$ cat config.mk
export PLATFORM = sky130hd
export DESIGN_NAME = if_prefetch_unit_flat
export DESIGN_NICKNAME = d
export VERILOG_FILES = /design/src/rtl/if_prefetch_unit_if.sv /design/src/rtl/if_prefetch_unit.sv /design/src/flat_wrapper.sv
export SDC_FILE = /design/constraint.sdc
export NUM_CORES = 1
export LEC_CHECK = 0
export ABC_AREA = 1
export CORE_UTILIZATION = 50
export DETAILED_ROUTE_END_ITERATION = 7
export PLACE_DENSITY = 0.81
export SLEW_MARGIN = 20
export SYNTH_ARGS = -nofsm -noshare
export SYNTH_HDL_FRONTEND = slang
export SYNTH_SLANG_ARGS = --single-unit
$ cat constraint.sdc
create_clock -name clk_i -period 8.35 [get_ports clk_i]
set_input_delay 0.835 -clock clk_i [delete_from_list [all_inputs] [get_ports clk_i]]
set_output_delay 0.835 -clock clk_i [all_outputs]
set_load 0.02 [all_outputs]
$ cat src/rtl/if_prefetch_unit_if.sv
// if_prefetch_unit_if: fetch front-end bus bundle.
// master = prefetch unit, slave = imem + decode side.
interface if_prefetch_unit_if;
   logic        start_i;
   logic        imem_req_o;
   logic [31:0] imem_addr_o;
   logic        imem_ack_i;
   logic [31:0] imem_data_i;
   logic        redirect_i;
   logic [31:0] redirect_pc_i;
   logic        stall_i;
   logic        valid_o;
   logic [31:0] inst_o;
   logic [31:0] pc_o;
   logic [31:0] pc_plus4_o;

   modport master (
      input  start_i,
      input  imem_ack_i,
      input  imem_data_i,
      input  redirect_i,
      input  redirect_pc_i,
      input  stall_i,
      output imem_req_o,
      output imem_addr_o,
      output valid_o,
      output inst_o,
      output pc_o,
      output pc_plus4_o
   );

   modport slave (
      output start_i,
      output imem_ack_i,
      output imem_data_i,
      output redirect_i,
      output redirect_pc_i,
      output stall_i,
      input  imem_req_o,
      input  imem_addr_o,
      input  valid_o,
      input  inst_o,
      input  pc_o,
      input  pc_plus4_o
   );
endinterface

$ cat src/rtl/if_prefetch_unit.sv
// if_prefetch_unit: fetch PC, imem req/ack, {pc,inst} FIFO.
// Optional macro IF_PREFETCH_BYPASS_EN: empty-FIFO ack bypass.
module if_prefetch_unit #(
   parameter int unsigned DEPTH    = 4,
   parameter logic [31:0] RESET_PC = 32'h0000_0000
) (
   input  logic               clk_i,
   input  logic               rst_i,
   if_prefetch_unit_if.master bus
);
   localparam int unsigned AW = $clog2(DEPTH);
   localparam int unsigned PW = AW + 1;
   localparam logic [PW:0] DEPTH_C = (PW+1)'(DEPTH);

   typedef enum logic [1:0] {
      IDLE    = 2'd0,
      FETCH   = 2'd1,
      DISCARD = 2'd2
   } state_t;

   state_t        state_q;
   logic          req_q;
   logic [31:0]   addr_q;
   logic [31:0]   fetch_pc_q;
   logic [PW-1:0] wr_ptr_q;
   logic [PW-1:0] rd_ptr_q;
   logic [PW-1:0] wr_ptr_d;
   logic [PW-1:0] rd_ptr_d;
   logic [31:0]   pc_mem_q   [DEPTH];
   logic [31:0]   inst_mem_q [DEPTH];

   logic          xfer;
   logic          empty;
   logic          full;
   logic          byp;
   logic          head_vld;
   logic          push;
   logic          pop;
   logic          issue;
   logic [PW:0]   occ;
   logic [PW:0]   occ_nxt;
   logic [31:0]   head_pc;
   logic [31:0]   head_inst;
   logic [31:0]   out_pc;

   // Handshake, FIFO status, push/pop and the issue decision.
   always_comb begin
      xfer  = req_q & bus.imem_ack_i;
      empty = (wr_ptr_q == rd_ptr_q);
      full  = (wr_ptr_q[AW] != rd_ptr_q[AW]) &&
              (wr_ptr_q[AW-1:0] == rd_ptr_q[AW-1:0]);
      occ   = {1'b0, wr_ptr_q - rd_ptr_q};
`ifdef IF_PREFETCH_BYPASS_EN
      byp   = empty & xfer & (state_q == FETCH) & ~bus.redirect_i;
`else
      byp   = 1'b0;
`endif
      head_vld  = ~empty | byp;
      head_pc   = byp ? fetch_pc_q : pc_mem_q[rd_ptr_q[AW-1:0]];
      head_inst = byp ? bus.imem_data_i
                      : inst_mem_q[rd_ptr_q[AW-1:0]];
      pop  = head_vld & ~bus.stall_i & ~bus.redirect_i & ~byp;
      push = xfer & (state_q == FETCH) & ~bus.redirect_i &
             ~(byp & ~bus.stall_i) & (~full | pop);
      occ_nxt = occ + {{PW{1'b0}}, push} - {{PW{1'b0}}, pop};
      issue   = bus.start_i & (occ_nxt < DEPTH_C);
      wr_ptr_d = wr_ptr_q + {{AW{1'b0}}, push};
      rd_ptr_d = rd_ptr_q + {{AW{1'b0}}, pop};
      if (bus.redirect_i) begin
         wr_ptr_d = '0;
         rd_ptr_d = '0;
      end
   end

   // FIFO pointers; a redirect empties the queue.
   always_ff @(posedge clk_i or posedge rst_i) begin
      if (rst_i) begin
         wr_ptr_q <= '0;
         rd_ptr_q <= '0;
      end else begin
         wr_ptr_q <= wr_ptr_d;
         rd_ptr_q <= rd_ptr_d;
      end
   end

   // FIFO storage; the request address equals fetch_pc in FETCH.
   always_ff @(posedge clk_i) begin
      if (push) begin
         pc_mem_q[wr_ptr_q[AW-1:0]]   <= fetch_pc_q;
         inst_mem_q[wr_ptr_q[AW-1:0]] <= bus.imem_data_i;
      end
   end

   // Fetch FSM: owns fetch_pc and the registered req/addr.
   always_ff @(posedge clk_i or posedge rst_i) begin
      if (rst_i) begin
         state_q    <= IDLE;
         req_q      <= 1'b0;
         addr_q     <= RESET_PC;
         fetch_pc_q <= RESET_PC;
      end else if (bus.redirect_i) begin
         fetch_pc_q <= bus.redirect_pc_i;
         if (req_q && !bus.imem_ack_i) begin
            state_q <= DISCARD;
         end else begin
            state_q <= IDLE;
            req_q   <= 1'b0;
         end
      end else begin
         unique case (state_q)
            IDLE: begin
               if (issue) begin
                  state_q <= FETCH;
                  req_q   <= 1'b1;
                  addr_q  <= fetch_pc_q;
               end
            end
            FETCH: begin
               if (xfer) begin
                  fetch_pc_q <= fetch_pc_q + 32'd4;
                  if (issue) begin
                     addr_q <= fetch_pc_q + 32'd4;
                  end else begin
                     state_q <= IDLE;
                     req_q   <= 1'b0;
                  end
               end
            end
            DISCARD: begin
               if (xfer) begin
                  if (issue) begin
                     state_q <= FETCH;
                     addr_q  <= fetch_pc_q;
                  end else begin
                     state_q <= IDLE;
                     req_q   <= 1'b0;
                  end
               end
            end
            default: begin
               state_q <= IDLE;
               req_q   <= 1'b0;
            end
         endcase
      end
   end

   assign out_pc          = head_vld ? head_pc : 32'h0;
   assign bus.imem_req_o  = req_q;
   assign bus.imem_addr_o = addr_q;
   assign bus.valid_o     = head_vld;
   assign bus.inst_o      = head_vld ? head_inst : 32'h0;
   assign bus.pc_o        = out_pc;
   assign bus.pc_plus4_o  = out_pc + 32'd4;
endmodule

$ cat src/flat_wrapper.sv
// flat-port wrapper written by rule: the top's interface ports become plain ports
module if_prefetch_unit_flat 
#(
   parameter int unsigned DEPTH    = 4,
   parameter logic [31:0] RESET_PC = 32'h0000_0000
)
  (clk_i, rst_i, bus_start_i, bus_imem_ack_i, bus_imem_data_i, bus_redirect_i, bus_redirect_pc_i, bus_stall_i, bus_imem_req_o, bus_imem_addr_o, bus_valid_o, bus_inst_o, bus_pc_o, bus_pc_plus4_o);
  if_prefetch_unit_if bus_i ();
  input  logic clk_i;
  input  logic rst_i;
  input wire logic [$bits(bus_i.start_i)-1:0] bus_start_i;
  input wire logic [$bits(bus_i.imem_ack_i)-1:0] bus_imem_ack_i;
  input wire logic [$bits(bus_i.imem_data_i)-1:0] bus_imem_data_i;
  input wire logic [$bits(bus_i.redirect_i)-1:0] bus_redirect_i;
  input wire logic [$bits(bus_i.redirect_pc_i)-1:0] bus_redirect_pc_i;
  input wire logic [$bits(bus_i.stall_i)-1:0] bus_stall_i;
  output wire logic [$bits(bus_i.imem_req_o)-1:0] bus_imem_req_o;
  output wire logic [$bits(bus_i.imem_addr_o)-1:0] bus_imem_addr_o;
  output wire logic [$bits(bus_i.valid_o)-1:0] bus_valid_o;
  output wire logic [$bits(bus_i.inst_o)-1:0] bus_inst_o;
  output wire logic [$bits(bus_i.pc_o)-1:0] bus_pc_o;
  output wire logic [$bits(bus_i.pc_plus4_o)-1:0] bus_pc_plus4_o;
  assign bus_i.start_i = bus_start_i;
  assign bus_i.imem_ack_i = bus_imem_ack_i;
  assign bus_i.imem_data_i = bus_imem_data_i;
  assign bus_i.redirect_i = bus_redirect_i;
  assign bus_i.redirect_pc_i = bus_redirect_pc_i;
  assign bus_i.stall_i = bus_stall_i;
  assign bus_imem_req_o = bus_i.imem_req_o;
  assign bus_imem_addr_o = bus_i.imem_addr_o;
  assign bus_valid_o = bus_i.valid_o;
  assign bus_inst_o = bus_i.inst_o;
  assign bus_pc_o = bus_i.pc_o;
  assign bus_pc_plus4_o = bus_i.pc_plus4_o;
  if_prefetch_unit #(.DEPTH(DEPTH), .RESET_PC(RESET_PC)) u_core (.clk_i(clk_i), .rst_i(rst_i), .bus(bus_i));
endmodule
# Word-level counts from Yosys, hierarchy flattened
# Memories as Yosys holds them, arrays and structs flattened.
# Cells that the tools add are included.
totals:
  reg_bits: 73
  latch_bits: 0
  mem_bits_rw: 256
  mem_bits_ro: 0
  in_bits: 70
  output_inout_bits: 130
  word_cells: 83
  n_memories: 2
op_classes:
  add_sub_neg: 7
  multipliers: 0
  div: 0
  order_cmp: 1
  n_eq_ne: 15
  n_shift: 0
  n_mux: 28
  n_bitwise: 12
  n_reduce_logical: 12
memory_table:
  columns: ["name", "depth", "width", "rd", "rd_clocked_by_memory_dff", "write_ports", "line", "text"]
  rows:
  - ["u_core.inst_mem_q", 4, 32, 1, 0, 1, "if_prefetch_unit.sv:30", "logic [31:0] inst_mem_q [DEPTH];"]
  - ["u_core.pc_mem_q", 4, 32, 1, 0, 1, "if_prefetch_unit.sv:29", "logic [31:0] pc_mem_q [DEPTH];"]
ops:
  columns: ["operator", "n"]
  rows:
  - ["32-bit two-way mux", 9]
  - ["32-bit case mux with 3 select lines", 1]
  - ["32-bit by 3-bit adder with 32-bit output (second input constant)", 2]
  - ["2-bit two-way mux", 6]
  - ["3-bit by 2-bit inequality test with 1-bit output (second input constant)", 3]
  - ["1-bit two-way mux", 8]
  - ["4-bit AND reduction", 2]
  - ["1-bit bitwise AND", 7]
  - ["3-bit by 1-bit adder with 3-bit output", 2]
  - ["3-bit two-way mux", 2]
  - ["2-bit by 1-bit inequality test with 1-bit output (second input constant)", 3]
  - ["3-bit inequality test (second input constant)", 2]
  - ["2-bit case mux with 3 select lines", 1]
  - ["5-bit AND reduction", 1]
  - ["3-bit by 1-bit adder with 4-bit output", 1]
  - ["4-bit by 3-bit < comparator with 1-bit output (second input constant)", 1]
  - ["1-bit NOT", 4]
  - ["2-bit nonzero test", 2]
  - ["4-bit by 1-bit subtractor with 4-bit output", 1]
  - ["3-bit equality test", 1]
  - ["3-bit by 1-bit inequality test with 1-bit output (second input constant)", 1]
  - ["3-bit nonzero test", 1]
  - ["3-bit subtractor", 1]
  - ["2-bit by 1-bit equality test with 1-bit output (second input constant)", 1]
  - ["11 further kinds", 12]

# Depth between registers and ports, before layout
# Gate-level depths: netlist (run 1).
logic_depth:
  depth_word: 14
  depth_mapped: 29
  ltp_nobuf: 23

# Worst setup path after synthesis (run 1)
# OpenSTA, ideal clock, no wires.
synth_timing:
  kind: "reg2reg"
  startpoint: "reg u_core.rd_ptr_q[1]"
  endpoint: "mem u_core.inst_mem_q[2][0], enable pin"
  setup_ns: 0.565
  t_arrival_ns: 6.379
  required_time_ns: 7.785
  path_slack_ns: 1.405
  stages_incl_launch_ff: 12
  n_path_buf: 4
  period_less_slack_ns: 6.945
  cell_sequence: "dfrtp_1 buf_4 inv_4 buf_2 buf_4 clkbuf_1 ha_1 nand2_1 inv_1 a31oi_1 inv_2 nor3_1"
synth_via:
  elab_chain_cells: 8
  word_cells_on_any_way: 11
  cone_classes: "eq/ne: 2; mux: 2; bitwise: 6; reduce/logical: 1"
synth_rtl:
  columns: ["element", "line", "text"]
  rows:
  - ["from (decl)", "if_prefetch_unit.sv:26", "logic [PW-1:0] rd_ptr_q;"]
  - ["from (signal assigned)", "if_prefetch_unit.sv:82", "rd_ptr_q <= rd_ptr_d;"]
  - ["3-bit equality test", "if_prefetch_unit.sv:49", "empty = (wr_ptr_q == rd_ptr_q);"]
  - ["1-bit NOT", "if_prefetch_unit.sv:58", "head_vld = ~empty | byp;"]
  - ["1-bit bitwise AND (2 in a row)", "if_prefetch_unit.sv:62", "pop = head_vld & ~bus.stall_i & ~bus.redirect_i & ~byp;"]
  - ["1-bit bitwise OR *", "if_prefetch_unit.sv:64", "~(byp & ~bus.stall_i) & (~full | pop);"]
  - ["1-bit bitwise AND *", "if_prefetch_unit.sv:64", null]
  - ["1-bit two-way mux *", "if_prefetch_unit.sv:88", "if (push) begin"]
  - ["1-bit two-way mux (not written as such) *", "if_prefetch_unit.sv:90", "inst_mem_q[wr_ptr_q[AW-1:0]] <= bus.imem_data_i;"]
  - ["to (decl)", "if_prefetch_unit.sv:30", null]
# Mark *: on every way between the ends. The rest lies on a longest branch, timed or not.

# Final worst setup path (run 1)
layout_timing:
  startpoint: "reg u_core.rd_ptr_q[1]"
  endpoint: "out bus_pc_plus4_o[16]"
layout_via:
  elab_chain_cells: 3
  word_cells_on_any_way: 4
  cone_classes: "add/sub: 1; eq/ne: 1; mux: 1; memory: 1"
layout_rtl:
  columns: ["element", "line", "text"]
  rows:
  - ["memory 4 x 32 bit or 3-bit equality test (tied branches)", null, null]
  - ["32-bit two-way mux *", "if_prefetch_unit.sv:148", "assign out_pc = head_vld ? head_pc : 32'h0;"]
  - ["32-bit by 3-bit adder with 32-bit output *", "if_prefetch_unit.sv:154", "assign bus.pc_plus4_o = out_pc + 32'd4;"]
  - ["to (decl)", "flat_wrapper.sv:22", "output wire logic [$bits(bus_i.pc_plus4_o)-1:0] bus_pc_plus4_o;"]
# Marks and branches as above.

==> metrics.log, run 1 <==
[metrics] Final Routed Wirelength: 40250 µm
[metrics] detailed placement HPWL: 26200 µm
[metrics] number of ports placed on the die boundary: 200
[metrics] remaining antenna violation count: 0
[metrics] Longest Clk Path Bufs: 3
[metrics] area of combinational cells with multiple inputs: 5592 µm²
[metrics] top cell family by delay on the critical path: buffers and inverters
[metrics] Sequential cell area: 9519 µm²
[metrics] WL per Instance: 16.94 µm
[metrics] Worst-Margin Slew: 1.004 ns
[metrics] Mapped Avg Cell Area: 9.096 µm²
[metrics] largest clock skew in the final design: 0.01128 ns
[metrics] RePlAce Congestion: 0.9235
[metrics] share of final-layout standard cells stronger than drive strength 1: 7.049%
[metrics] clock network latency to the later pin of the worst-skew pair: 0.51 ns
[metrics] global-route wire length before repair: 63990 µm
[metrics] cts repair resizes: 0
[metrics] Slew Limit Fails: 0
[metrics] number of buffers inserted by port buffering: 199
[metrics] Overall Global Routing Usage: 24.42%
[metrics] net count after synthesis: 1865
[metrics] count of unique library cells instantiated by Yosys: 36
[metrics] Synthesis Warnings: 0
[metrics] most common cell type on the critical path: sky130_fd_sc_hd__nand2_1
[metrics] number of setup buffers added after CTS: 0
[metrics] final instance area: 19400 µm²
[metrics] vias in the first global route: 12346
[metrics] count of H-tree levels built during CTS: 2
[metrics] utilization after layout: 61.17%
[metrics] list of cells traversed by the critical path: inv_4, ha_1, nand2_1, inv_1, nand2_2, nand3_2, inv_1, ha_1, nand2_1, nor2_2, inv_2, nor2_4, nand2_1, xor2_1, clkdlybuf4s50_1
[metrics] signed area change from the synthesized netlist to the final layout: 19.90%
[metrics] starting density of the core: 51.02%
[metrics] Critical Path Source: u_core.rd_ptr_q[1]
[metrics] Mapped Area: 16180 µm²
[metrics] run status: complete, no violations
[metrics] reg2reg setup slack: 3.76 ns
[metrics] first-pass detailed-route iteration total: 6
[metrics] Die Wd: 181.9 µm
[metrics] Total Die Area: 33090 µm²
[metrics] Num CTS Buffers: 34
[metrics] leading cell types in the layout, fill and taps excluded: 531 x sky130_fd_sc_hd__nand2_1, 256 x sky130_fd_sc_hd__edfxtp_1, 248 x sky130_fd_sc_hd__nor2_1
[metrics] Critical R2R Launch: u_core.state_q[1]
[metrics] kind of end point of the critical path: primary output
[metrics] routed via count divided by cell count: 5.384
[metrics] required time at the endpoint of the critical path: 7.52 ns
[metrics] worst hold path startpoint: u_core.bus.imem_addr_o[24]
[metrics] achievable clock frequency: 0.1734 GHz
[metrics] Max FO, Critical Path: 72
[metrics] part of the cycle the worst path needs: 69.07%
[metrics] number of hold violations in the final report: 0
[metrics] hold-fix buffers at CTS: 0
[metrics] post-detailed-route DRC marker count: 0
[metrics] Relative slew margins: 32.68%
[metrics] buffers plus inverters on the worst setup path: 5
[metrics] clock sink count: 329
[metrics] Seq/Total Area, Yosys: 58.80%
[metrics] via total after detailed routing: 12793
[metrics] # nets final: 2033
[metrics] TritonCTS clock tree: built
[metrics] cell at the slowest stage of the critical path: sky130_fd_sc_hd__clkdlybuf4s50_1
[metrics] Hold EP: u_core.bus.imem_addr_o[24]
[metrics] R2R depth: 25
[metrics] Remaining Overflow, GRT: 0
[metrics] Design Power: 4207 µW
[metrics] placed standard-cell area: 18320 µm²
[metrics] number of fill cells in the layout: 2496
[metrics] instance count of the mapped netlist: 1779
[metrics] power density relative to cell area: 216.8 nW/µm²
[metrics] root buf cell: sky130_fd_sc_hd__clkbuf_16
[metrics] clock transition at the register clock pins on the worst setup and hold paths after CTS: 0.06 ns
[metrics] initial antenna violation count: 2
[metrics] max-cap check violation count: 0
[metrics] Setup Total Neg Slack: 0 ns
[metrics] RSZ-0062 raised after global routing: no
[metrics] post-synthesis sequential element count: 329
[metrics] Chip Height: 181.9 µm
[metrics] r2r endpoint: u_core.bus.imem_addr_o[21]
[metrics] core area: 31720 µm²
[metrics] type of element launching the critical path: flip-flop
[metrics] commonest non-fill, non-tap cell in the layout: sky130_fd_sc_hd__nand2_1
[metrics] Iteration-0 DRC Markers: 1408
[metrics] highest ir drop seen on vdd: 0.1872 mV
[metrics] start-to-end type of the worst setup path: reg -> out
[metrics] Hold Crit Class: reg -> reg
[metrics] WP data arrival: 4.93 ns
[metrics] pin count of the biggest net entering global routing: 128
[metrics] number of instances on the worst hold path: 2
[metrics] clock period minus final worst setup slack: 5.767 ns
[metrics] WP depth: 15
[metrics] max incr delay on CP: 0.64 ns
[metrics] row cnt: 65
[metrics] final number of setup-violating endpoints: 0
[metrics] total leakage power: 0.007724 µW
[per-layer routing]
| layer | GRT usage (%) | vias up | wire (µm) | share of wire (%) |
|---|---|---|---|---|
| met3 | 3.951 | 74 | 3311 | 8.2 |
| met1 | 33.58 | 5995 | 17120 | 43 |
| met4 | 8.202 | 0 | 971 | 2.4 |
| met2 | 39.60 | 589 | 18840 | 47 |
| met5 | 0 | - | 0 | 0 |
| li1 | - | 6135 | - | - |
[cell usage after synthesis]
library cell | n | area [µm²]
sky130_fd_sc_hd__inv_2 | 9 | 33.78
sky130_fd_sc_hd__fa_1 | 1 | 20.02
sky130_fd_sc_hd__inv_4 | 1 | 6.260
sky130_fd_sc_hd__buf_4 | 16 | 120.1
sky130_fd_sc_hd__xor2_1 | 21 | 183.9
sky130_fd_sc_hd__nor3_1 | 12 | 60.06
sky130_fd_sc_hd__buf_1 | 5 | 18.77
sky130_fd_sc_hd__nand2_1 | 531 | 1993
sky130_fd_sc_hd__edfxtp_1 | 256 | 7687
sky130_fd_sc_hd__nand2_4 | 1 | 11.26
sky130_fd_sc_hd__a21oi_1 | 40 | 200.2
sky130_fd_sc_hd__nor3_2 | 1 | 10.01
sky130_fd_sc_hd__inv_1 | 155 | 581.8
sky130_fd_sc_hd__dfrtp_1 | 73 | 1827
sky130_fd_sc_hd__o21ai_0 | 100 | 500.5
sky130_fd_sc_hd__clkbuf_1 | 24 | 90.09
sky130_fd_sc_hd__nor2_2 | 21 | 131.4
sky130_fd_sc_hd__nand3_2 | 8 | 80.08
sky130_fd_sc_hd__nand2_2 | 17 | 106.4
sky130_fd_sc_hd__nand4_1 | 13 | 81.33
sky130_fd_sc_hd__o21ai_2 | 1 | 8.760
sky130_fd_sc_hd__a31oi_1 | 1 | 6.260
sky130_fd_sc_hd__o211ai_1 | 26 | 195.2
sky130_fd_sc_hd__inv_8 | 1 | 11.26
sky130_fd_sc_hd__buf_2 | 21 | 105.1
sky130_fd_sc_hd__buf_6 | 11 | 123.9
sky130_fd_sc_hd__o21ai_1 | 5 | 25.02
sky130_fd_sc_hd__or2_2 | 2 | 12.51
sky130_fd_sc_hd__xnor2_1 | 9 | 78.83
sky130_fd_sc_hd__ha_1 | 15 | 187.7
sky130_fd_sc_hd__nor2_4 | 11 | 123.9
sky130_fd_sc_hd__nand3_1 | 120 | 600.6
sky130_fd_sc_hd__and2_1 | 1 | 6.260
sky130_fd_sc_hd__buf_8 | 1 | 15.01
sky130_fd_sc_hd__nor2_1 | 248 | 930.9
sky130_fd_sc_hd__a22oi_1 | 1 | 7.510
[state kept, by name, summed over array words and instances (netlist names)]
signal                  cells
u_core.inst_mem_q         128
u_core.pc_mem_q           128
u_core.bus.imem_addr_o     32
u_core.fetch_pc_q          32
u_core.rd_ptr_q             3
u_core.wr_ptr_q             3
u_core.state_q              2
u_core.bus.imem_req_o       1
[layout make-up]
class                      count  share of cell area, %
antenna                        2                0.02579
clock buffer                  41                  4.682
clock inverter                20                 0.8641
inverter                     166                  3.263
multi-input combinational   1206                  28.82
sequential                   329                  49.06
tap                          402                  2.592
timing repair buffer         210                  10.69
[where the power goes]
part	switching [µW]	internal, µW	total, µW
Sequential	114	1890	2010
Combinational	446	299	744
Clock	612	844	1460
[worst reg2reg max path: cells and delay by family (launching register included)]
kind / cells / cell delay, ns
buf+inv: 10 / 1.63
flops: 1 / 0.42
simple gates: 10 / 1.45
fa+ha+maj: 3 / 0.57
compound gates: 2 / 0.46
[worst max path at each step]
stage                                 end
3_5_place_dp   u_core.bus.imem_addr_o[28]
3_3_place_gp   u_core.bus.imem_addr_o[22]
5_1_grt                bus_pc_plus4_o[16]
6_report               bus_pc_plus4_o[16]
4_1_cts                bus_pc_plus4_o[16]
2_1_floorplan     u_core.inst_mem_q[2][0]
[through the flow]
step / worst slack [ns] / hold WS, ns / instances
after floorplan: 1.405 / 0.4710 / 1779
after global placement: 3.184 / 0.4735 / 2313
after detailed placement: 2.945 / 0.4697 / 2313
after CTS: 2.602 / 0.4941 / 2374
after global routing: 2.295 / 0.5077 / 2376
final: 2.583 / 0.4888 / 2376
[cell families after synthesis]
group	Yosys count	share of synthesized area, %
AO/OA/AOI/OAI	174	5.830
XOR/XNOR	30	1.624
adder cells (fa/ha/maj)	16	1.284
buffers and inverters	244	6.835
flip-flops	329	58.80
AND/OR/NAND/NOR	986	25.63
Note: power is estimated with default switching activity, not from simulation.
==> run 2, diff against run 1 <==
==> constraint.sdc (replaced) <==
create_clock -name clk_i -period 5.6 [get_ports clk_i]
set_input_delay 0.56 -clock clk_i [delete_from_list [all_inputs] [get_ports clk_i]]
set_output_delay 0.56 -clock clk_i [all_outputs]
set_load 0.02 [all_outputs]
==> run 2 against run 1 <==
  * Setup slack got worse by 1.6 ns
  * Routed wire length rose by 1.5%
  * Largest cell class unchanged
  * Critical endpoint is now bus_pc_plus4_o[18]
  * Clock skew rose by 0.019 ns
  * Sequential power rose by 48%
==> metrics.log, run 2 (same netlist as run 1, synthesis figures left out) <==
[metrics] signed area change from the synthesized netlist to the final layout: 20.17%
[metrics] reg2reg setup slack: 1.42 ns (-2.34 ns)
[metrics] GR Layer Usage met1: 34.77% (+1.2 points)
[metrics] count of H-tree levels built during CTS: 2 (unchanged)
[metrics] kind of end point of the critical path: primary output
[metrics] TritonCTS clock tree: built
[metrics] number of ports placed on the die boundary: 200 (unchanged)
[metrics] RSZ-0062 raised after global routing: no
[metrics] number of fill cells in the layout: 2544 (+1.9%)
[metrics] required time at the endpoint of the critical path: 5.04 ns (-2.48 ns)
[metrics] Overall Global Routing Usage: 24.83% (+0.41 points)
[metrics] total leakage power: 0.007750 µW (+0.33%)
[metrics] via total after detailed routing: 12842 (+0.38%)
[metrics] clock period minus final worst setup slack: 4.603 ns
[metrics] number of instances on the worst hold path: 2 (unchanged)
[metrics] Critical R2R Launch: u_core.state_q[1]
[metrics] vias in the first global route: 12354 (+0.065%)
[metrics] placed standard-cell area: 18360 µm² (+0.25%)
[metrics] final instance count without filler cells: 2384 (+0.34%)
[metrics] clock sink count: 329 (unchanged)
[metrics] Hold EP: u_core.bus.imem_addr_o[0]
[metrics] detailed placement HPWL: 26870 µm (+2.5%)
[metrics] remaining antenna violation count: 0 (unchanged)
[metrics] share of final-layout standard cells stronger than drive strength 1: 7.320% (+0.27 points)
[metrics] cts repair resizes: 0 (unchanged)
[metrics] max-cap check violation count: 0 (unchanged)
[metrics] Num CTS Buffers: 35 (+2.9%)
[metrics] initial antenna violation count: 1 (-1)
[metrics] Hold Crit Class: reg -> reg
[metrics] Sequential cell area: 9519 µm² (unchanged)
[metrics] hold-fix buffers at CTS: 0 (unchanged)
[metrics] Die Wd: 181.9 µm (unchanged)
[metrics] worst hold path startpoint: u_core.bus.imem_addr_o[0]
[metrics] part of the cycle the worst path needs: 82.19%
[metrics] final number of setup-violating endpoints: 0 (unchanged)
[metrics] worst setup slack before clock tree synthesis: 0.9205 ns (-2.025 ns)
[metrics] area of combinational cells with multiple inputs: 5592 µm² (unchanged)
[metrics] commonest non-fill, non-tap cell in the layout: sky130_fd_sc_hd__nand2_1
[metrics] Chip Height: 181.9 µm (unchanged)
[metrics] cell at the slowest stage of the critical path: sky130_fd_sc_hd__dfrtp_4
[metrics] starting density of the core: 51.02% (unchanged)
[metrics] met3 GRT Util: 3.229% (-0.72 points)
[metrics] leading cell types in the layout, fill and taps excluded: 531 x sky130_fd_sc_hd__nand2_1, 256 x sky130_fd_sc_hd__edfxtp_1, 248 x sky130_fd_sc_hd__nor2_1
[metrics] met2 capacity usage during global routing: 40.20% (+0.60 points)
[metrics] list of cells traversed by the critical path: ha_1, nand2_1, inv_1, nand2_2, nand3_2, inv_1, ha_1, nand2_1, nor2_2, inv_2, nor2_2, nand2_1, xor2_1, clkdlybuf4s50_1
[metrics] R2R depth: 24 (-4.0%)
[metrics] setup slack after layout: 0.9972 ns (-1.586 ns)
[metrics] Setup Total Neg Slack: 0 ns (unchanged)
[metrics] largest clock skew in the final design: 0.02980 ns (+0.01852 ns)
[metrics] RePlAce Congestion: 0.9289 (+0.58%)
[metrics] Max FO, Critical Path: 33 (-54%)
[metrics] WP data arrival: 4.04 ns (-0.89 ns)
[metrics] start-to-end type of the worst setup path: reg -> out
[metrics] Total Die Area: 33090 µm² (unchanged)
[metrics] first-pass detailed-route iteration total: 6 (unchanged)
[metrics] Worst-Margin Slew: 0.9753 ns (-0.02909 ns)
[metrics] Relative slew margins: 34.98% (+2.3 points)
[metrics] final instance area: 19450 µm² (+0.23%)
[metrics] global-route wire length before repair: 64890 µm (+1.4%)
[metrics] most common cell type on the critical path: sky130_fd_sc_hd__nand2_1
[metrics] # nets final: 2040 (+0.34%)
[metrics] clock transition at the register clock pins on the worst setup and hold paths after CTS: 0.06 ns (about the same)
[metrics] routed via count divided by cell count: 5.387 (about the same)
[metrics] row cnt: 65 (unchanged)
[metrics] r2r endpoint: u_core.bus.imem_addr_o[29]
[metrics] post-detailed-route DRC marker count: 0 (unchanged)
[metrics] Longest Clk Path Bufs: 3 (unchanged)
[metrics] achievable clock frequency: 0.2173 GHz
[metrics] run status: complete, no violations
[metrics] type of element launching the critical path: flip-flop
[metrics] root buf cell: sky130_fd_sc_hd__clkbuf_16
[metrics] clock network latency to the later pin of the worst-skew pair: 0.53 ns (+0.02 ns)
[metrics] number of buffers inserted by port buffering: 199 (unchanged)
[metrics] Remaining Overflow, GRT: 0 (unchanged)
[metrics] Post-Place Cells: 2319 (+0.26%)
[metrics] Iteration-0 DRC Markers: 1118 (-21%)
[metrics] number of hold violations in the final report: 0 (unchanged)
[metrics] pin count of the biggest net entering global routing: 128 (unchanged)
[metrics] core area: 31720 µm² (unchanged)
[metrics] most crowded layer after global routing: met2
[metrics] WL per Instance: 17.14 µm (+1.2%)
[metrics] max incr delay on CP: 0.65 ns (about the same)
[metrics] power density relative to cell area: 321.6 nW/µm² (+48%)
[metrics] Slew Limit Fails: 0 (unchanged)
[metrics] number of setup buffers added after CTS: 0 (unchanged)
[metrics] highest ir drop seen on vdd: 0.2509 mV (+34%)
[metrics] Final Routed Wirelength: 40850 µm (+1.5%)
[run 2: area by class of cell]
| type | instances | share of cell area (%) |
|---|---|---|
| Sequential cell | 329 | 48.95 |
| Clock buffer | 42 | 4.639 |
| Tap cell | 402 | 2.587 |
| Clock inverter | 22 | 0.9008 |
| Multi-Input combinational cell | 1206 | 28.75 |
| Inverter | 166 | 3.256 |
| Antenna cell | 1 | 0.01287 |
| Timing Repair Buffer | 216 | 10.90 |
[run 2: power breakdown]
group | leakage, µW | total [µW] | internal, µW | switching (µW)
Combinational | 0.00401 | 1110 | 447 | 665
Sequential | 0.00322 | 2980 | 2820 | 164
Clock | 0.000517 | 2160 | 1220 | 941
Total | 0.00775 | 6250 | 4480 | 1770
[run 2: per-stage QoR]
stage	hold WS (ns)	power [µW]	utilization [%]
finish	0.4821	6254	61.31
global route	0.5034	6497	61.31
CTS	0.4889	6265	61.29
detailed placement	0.4654	4127	57.89
global placement	0.4707	4109	57.89
floorplan	0.4710	3628	-
[run 2: metal layers]
metal	wire, µm	up-vias	part of all wire, %
met1	18040	6065	44
li1	-	6147	-
met2	18950	561	46
met3	2950	69	7.2
met4	915	0	2.2
met5	0	-	0
[run 2: worst max path at each step]
stage                                  start                    endpoint
after floorplan           u_core.rd_ptr_q[1]     u_core.inst_mem_q[2][0]
after global routing      u_core.rd_ptr_q[0]          bus_pc_plus4_o[16]
after CTS                 u_core.rd_ptr_q[0]          bus_pc_plus4_o[18]
after detailed placement      bus_imem_ack_i  u_core.bus.imem_addr_o[17]
after global placement        bus_imem_ack_i  u_core.bus.imem_addr_o[18]
final                     u_core.rd_ptr_q[0]          bus_pc_plus4_o[18]
[run 2: worst max-delay path: cells and delay by family, from the launching register on]
family	cells	cell delay [ns]
buf+inv	4	1.05
flops	1	0.65
simple gates	7	1.13
xor+xnor	1	0.13
fa+ha+maj	2	0.58
==> run 3, diff against run 2 <==
==> constraint.sdc (replaced) <==
create_clock -name clk_i -period 4.27 [get_ports clk_i]
set_input_delay 0.427 -clock clk_i [delete_from_list [all_inputs] [get_ports clk_i]]
set_output_delay 0.427 -clock clk_i [all_outputs]
set_load 0.02 [all_outputs]
==> run 3 against run 2 <==
  * Via count rose by 0.12%
  * Critical path depth did not move
  * Register-to-register slack got worse by 0.86 ns
  * Worst hold slack got worse by 0.26 ns
  * Final cell count fell by 0.13%
  * Count of clock-buffer cells in the layout fell by 8
  * Sequential power rose by 31%
  * Sequential share of layout area fell by 0.11 points
  * First-iteration DRC count rose by 13%
  * Routed wire length fell by 0.41%
  * Clock power rose by 29%
  * Critical endpoint is now bus_pc_plus4_o[24]
  * Largest cell class unchanged
==> metrics.log, run 3 (same netlist as run 1, synthesis figures left out) <==
[metrics] run status: complete, no violations
[metrics] clock transition at the register clock pins on the worst setup and hold paths after CTS: 0.06 ns (about the same)
[metrics] count of H-tree levels built during CTS: 1 (-1)
[metrics] max-cap check violation count: 0 (unchanged)
[metrics] pin count of the biggest net entering global routing: 84 (-34%)
[metrics] number of hold violations in the final report: 0 (unchanged)
[metrics] required time at the endpoint of the critical path: 3.84 ns (-1.20 ns)
[metrics] R2R depth: 20 (-17%)
[metrics] Final Routed Wirelength: 40690 µm (-0.41%)
[metrics] achievable clock frequency: 0.2420 GHz
[metrics] start-to-end type of the worst setup path: reg -> out
[metrics] kind of end point of the critical path: primary output
[metrics] utilization after layout: 61.46% (+0.15 points)
[metrics] WL per Instance: 17.09 µm (-0.29%)
[metrics] routed via count divided by cell count: 5.400 (+0.25%)
[metrics] Worst-Margin Slew: 1.037 ns (+0.06187 ns)
[metrics] Total Die Area: 33090 µm² (unchanged)
[metrics] RePlAce Congestion: 0.9046 (-2.6%)
[metrics] Remaining Overflow, GRT: 0 (unchanged)
[metrics] placed standard-cell area: 18420 µm² (+0.34%)
[metrics] post-detailed-route DRC marker count: 0 (unchanged)
[metrics] starting density of the core: 51.02% (unchanged)
[metrics] number of fill cells in the layout: 2523 (-0.83%)
[metrics] global-route wire length before repair: 64540 µm (-0.55%)
[metrics] final antenna diode count: 0 (-1)
[metrics] hold-fix buffers at CTS: 0 (unchanged)
[metrics] Slew Limit Fails: 0 (unchanged)
[metrics] sequential group share of total power: 47.8% (about the same)
[metrics] first-pass detailed-route iteration total: 5 (-1)
[metrics] clock period minus final worst setup slack: 4.132 ns
[metrics] row cnt: 65 (unchanged)
[metrics] TritonCTS clock tree: built
[metrics] commonest non-fill, non-tap cell in the layout: sky130_fd_sc_hd__nand2_1
[metrics] Hold Crit Class: in -> async
[metrics] Die Wd: 181.9 µm (unchanged)
[metrics] core area: 31720 µm² (unchanged)
[metrics] Overall Global Routing Usage: 24.60% (-0.23 points)
[metrics] Num CTS Buffers: 31 (-11%)
[metrics] total leakage power: 0.007853 µW (+1.3%)
[metrics] number of ports placed on the die boundary: 200 (unchanged)
[metrics] detailed placement HPWL: 26980 µm (+0.41%)
[metrics] clock sink count: 329 (unchanged)
[metrics] initial antenna violation count: 0 (-1)
[metrics] largest clock skew in the final design: 0.02115 ns (-0.008653 ns)
[metrics] leading cell types in the layout, fill and taps excluded: 531 x sky130_fd_sc_hd__nand2_1, 256 x sky130_fd_sc_hd__edfxtp_1, 248 x sky130_fd_sc_hd__nor2_1
[metrics] Chip Height: 181.9 µm (unchanged)
[metrics] signed area change from the synthesized netlist to the final layout: 20.47%
[metrics] part of the cycle the worst path needs: 96.76%
[metrics] Iteration-0 DRC Markers: 1262 (+13%)
[metrics] switch share: 27.58% (-0.72 points)
[metrics] root buf cell: sky130_fd_sc_hd__clkbuf_16
[metrics] part of the power in the clock network: 34.2% (-0.3 points)
[metrics] highest ir drop seen on vdd: 0.3594 mV (+43%)
[metrics] share of final-layout standard cells stronger than drive strength 1: 7.529% (+0.21 points)
[metrics] clock network latency to the later pin of the worst-skew pair: 0.58 ns (+0.05 ns)
[metrics] final number of setup-violating endpoints: 0 (unchanged)
[metrics] number of buffers inserted by port buffering: 199 (unchanged)
[metrics] fraction of power consumed by combinational cells: 18.0% (+0.2 points)
[metrics] remaining antenna violation count: 0 (unchanged)
[metrics] WP data arrival: 3.70 ns (-0.34 ns)
[metrics] design internal power: 5922 µW (+32%)
[metrics] RSZ-0062 raised after global routing: yes
[metrics] via total after detailed routing: 12858 (+0.12%)
[metrics] Max FO, Critical Path: 13 (-61%)
[metrics] switching power: 2255 µW (+27%)
[metrics] type of element launching the critical path: flip-flop
[metrics] Relative slew margins: 30.69% (-4.3 points)
[metrics] final instance area: 19490 µm² (+0.24%)
[metrics] vias in the first global route: 12351 (-0.024%)
[metrics] power density relative to cell area: 419.4 nW/µm² (+30%)
[metrics] # nets final: 2041 (+0.049%)
[metrics] Longest Clk Path Bufs: 3 (unchanged)
run 3: metrics by stage:
| step | hold slack (ns) | TNS, ns | total power, µW | std cells | worst slack [ns] |
|---|---|---|---|---|---|
| final | 0.2268 | 0 | 8177 | 2381 | 0.1383 |
| after global placement | 0.4708 | 0 | 5385 | 2324 | 0.6079 |
| after floorplan | 0.4710 | -184.39 | 4757 | 1779 | -0.7203 |
| after global routing | 0.2954 | -0.01502 | 8493 | 2381 | -0.01019 |
| after detailed placement | 0.4643 | 0 | 5409 | 2324 | 0.5021 |
| after CTS | 0.2412 | 0 | 8198 | 2381 | 0.02839 |
run 3: routing by layer:
layer / vias up / global-route usage (%) / share of wire [%]
li1: 6148 / - / -
met1: 6083 / 34.72 / 43
met2: 561 / 39.74 / 47
met3: 66 / 3.129 / 7.7
met4: 0 / 7.798 / 2.1
met5: - / 0 / 0
run 3: power groups by stage:
stage                     registers [µW]  logic, µW  clock network (µW)
after global placement              3960       1420                   0
after floorplan                     4080        679                   0
after detailed placement            3960       1450                   0
after global routing                3930       1600                2960
after CTS                           3900       1470                2830
final                               3910       1470                2790
run 3: final cells by class:
class | instances | area [µm²] | area share (%)
Timing Repair Buffer | 221 | 2172 | 11.14
Clock buffer | 34 | 787.0 | 4.037
Sequential cell | 329 | 9522 | 48.84
Inverter | 166 | 633.1 | 3.248
Tap cell | 402 | 503.0 | 2.580
Clock inverter | 23 | 255.2 | 1.309
Multi-Input combinational cell | 1206 | 5622 | 28.84
run 3: path summary, 6_finish.rpt:
kind	start	to	slack (ns)
setup / recovery	u_core.rd_ptr_q[0]	bus_pc_plus4_o[24]	0.14
hold / removal	rst_i	u_core.bus.imem_addr_o[1]	0.23
setup reg to reg	u_core.rd_ptr_q[0]	u_core.bus.imem_addr_o[17]	0.56
hold reg to reg	u_core.bus.imem_addr_o[16]	u_core.bus.imem_addr_o[16]	0.49
max in group asynchronous	rst_i	u_core.rd_ptr_q[0]	2.91
min in group clk_i	bus_redirect_pc_i[0]	u_core.fetch_pc_q[0]	0.43
run 3: what timing repair did:
| item | CTS | global route |
|---|---|---|
| endpoints found under the setup margin | 9 | 14 |
| resized for setup | 4 | 9 |
| pin swaps | 0 | 0 |
| buffers inserted | 0 | 0 |
run 3: critical path, stage by stage, from the launching register on:
cell and delay [ns]:
sky130_fd_sc_hd__dfrtp_4 0.53, sky130_fd_sc_hd__ha_1 0.34, sky130_fd_sc_hd__nand2_1 0.14, sky130_fd_sc_hd__inv_1 0.12
sky130_fd_sc_hd__nand2_4 0.19, sky130_fd_sc_hd__nand3_2 0.14, sky130_fd_sc_hd__inv_1 0.15, sky130_fd_sc_hd__ha_1 0.20
sky130_fd_sc_hd__nand2_1 0.07, sky130_fd_sc_hd__nor2_2 0.16, sky130_fd_sc_hd__inv_2 0.10, sky130_fd_sc_hd__nor2_4 0.16
sky130_fd_sc_hd__nand4_1 0.11, sky130_fd_sc_hd__nand2_1 0.09, sky130_fd_sc_hd__clkdlybuf4s50_1 0.61
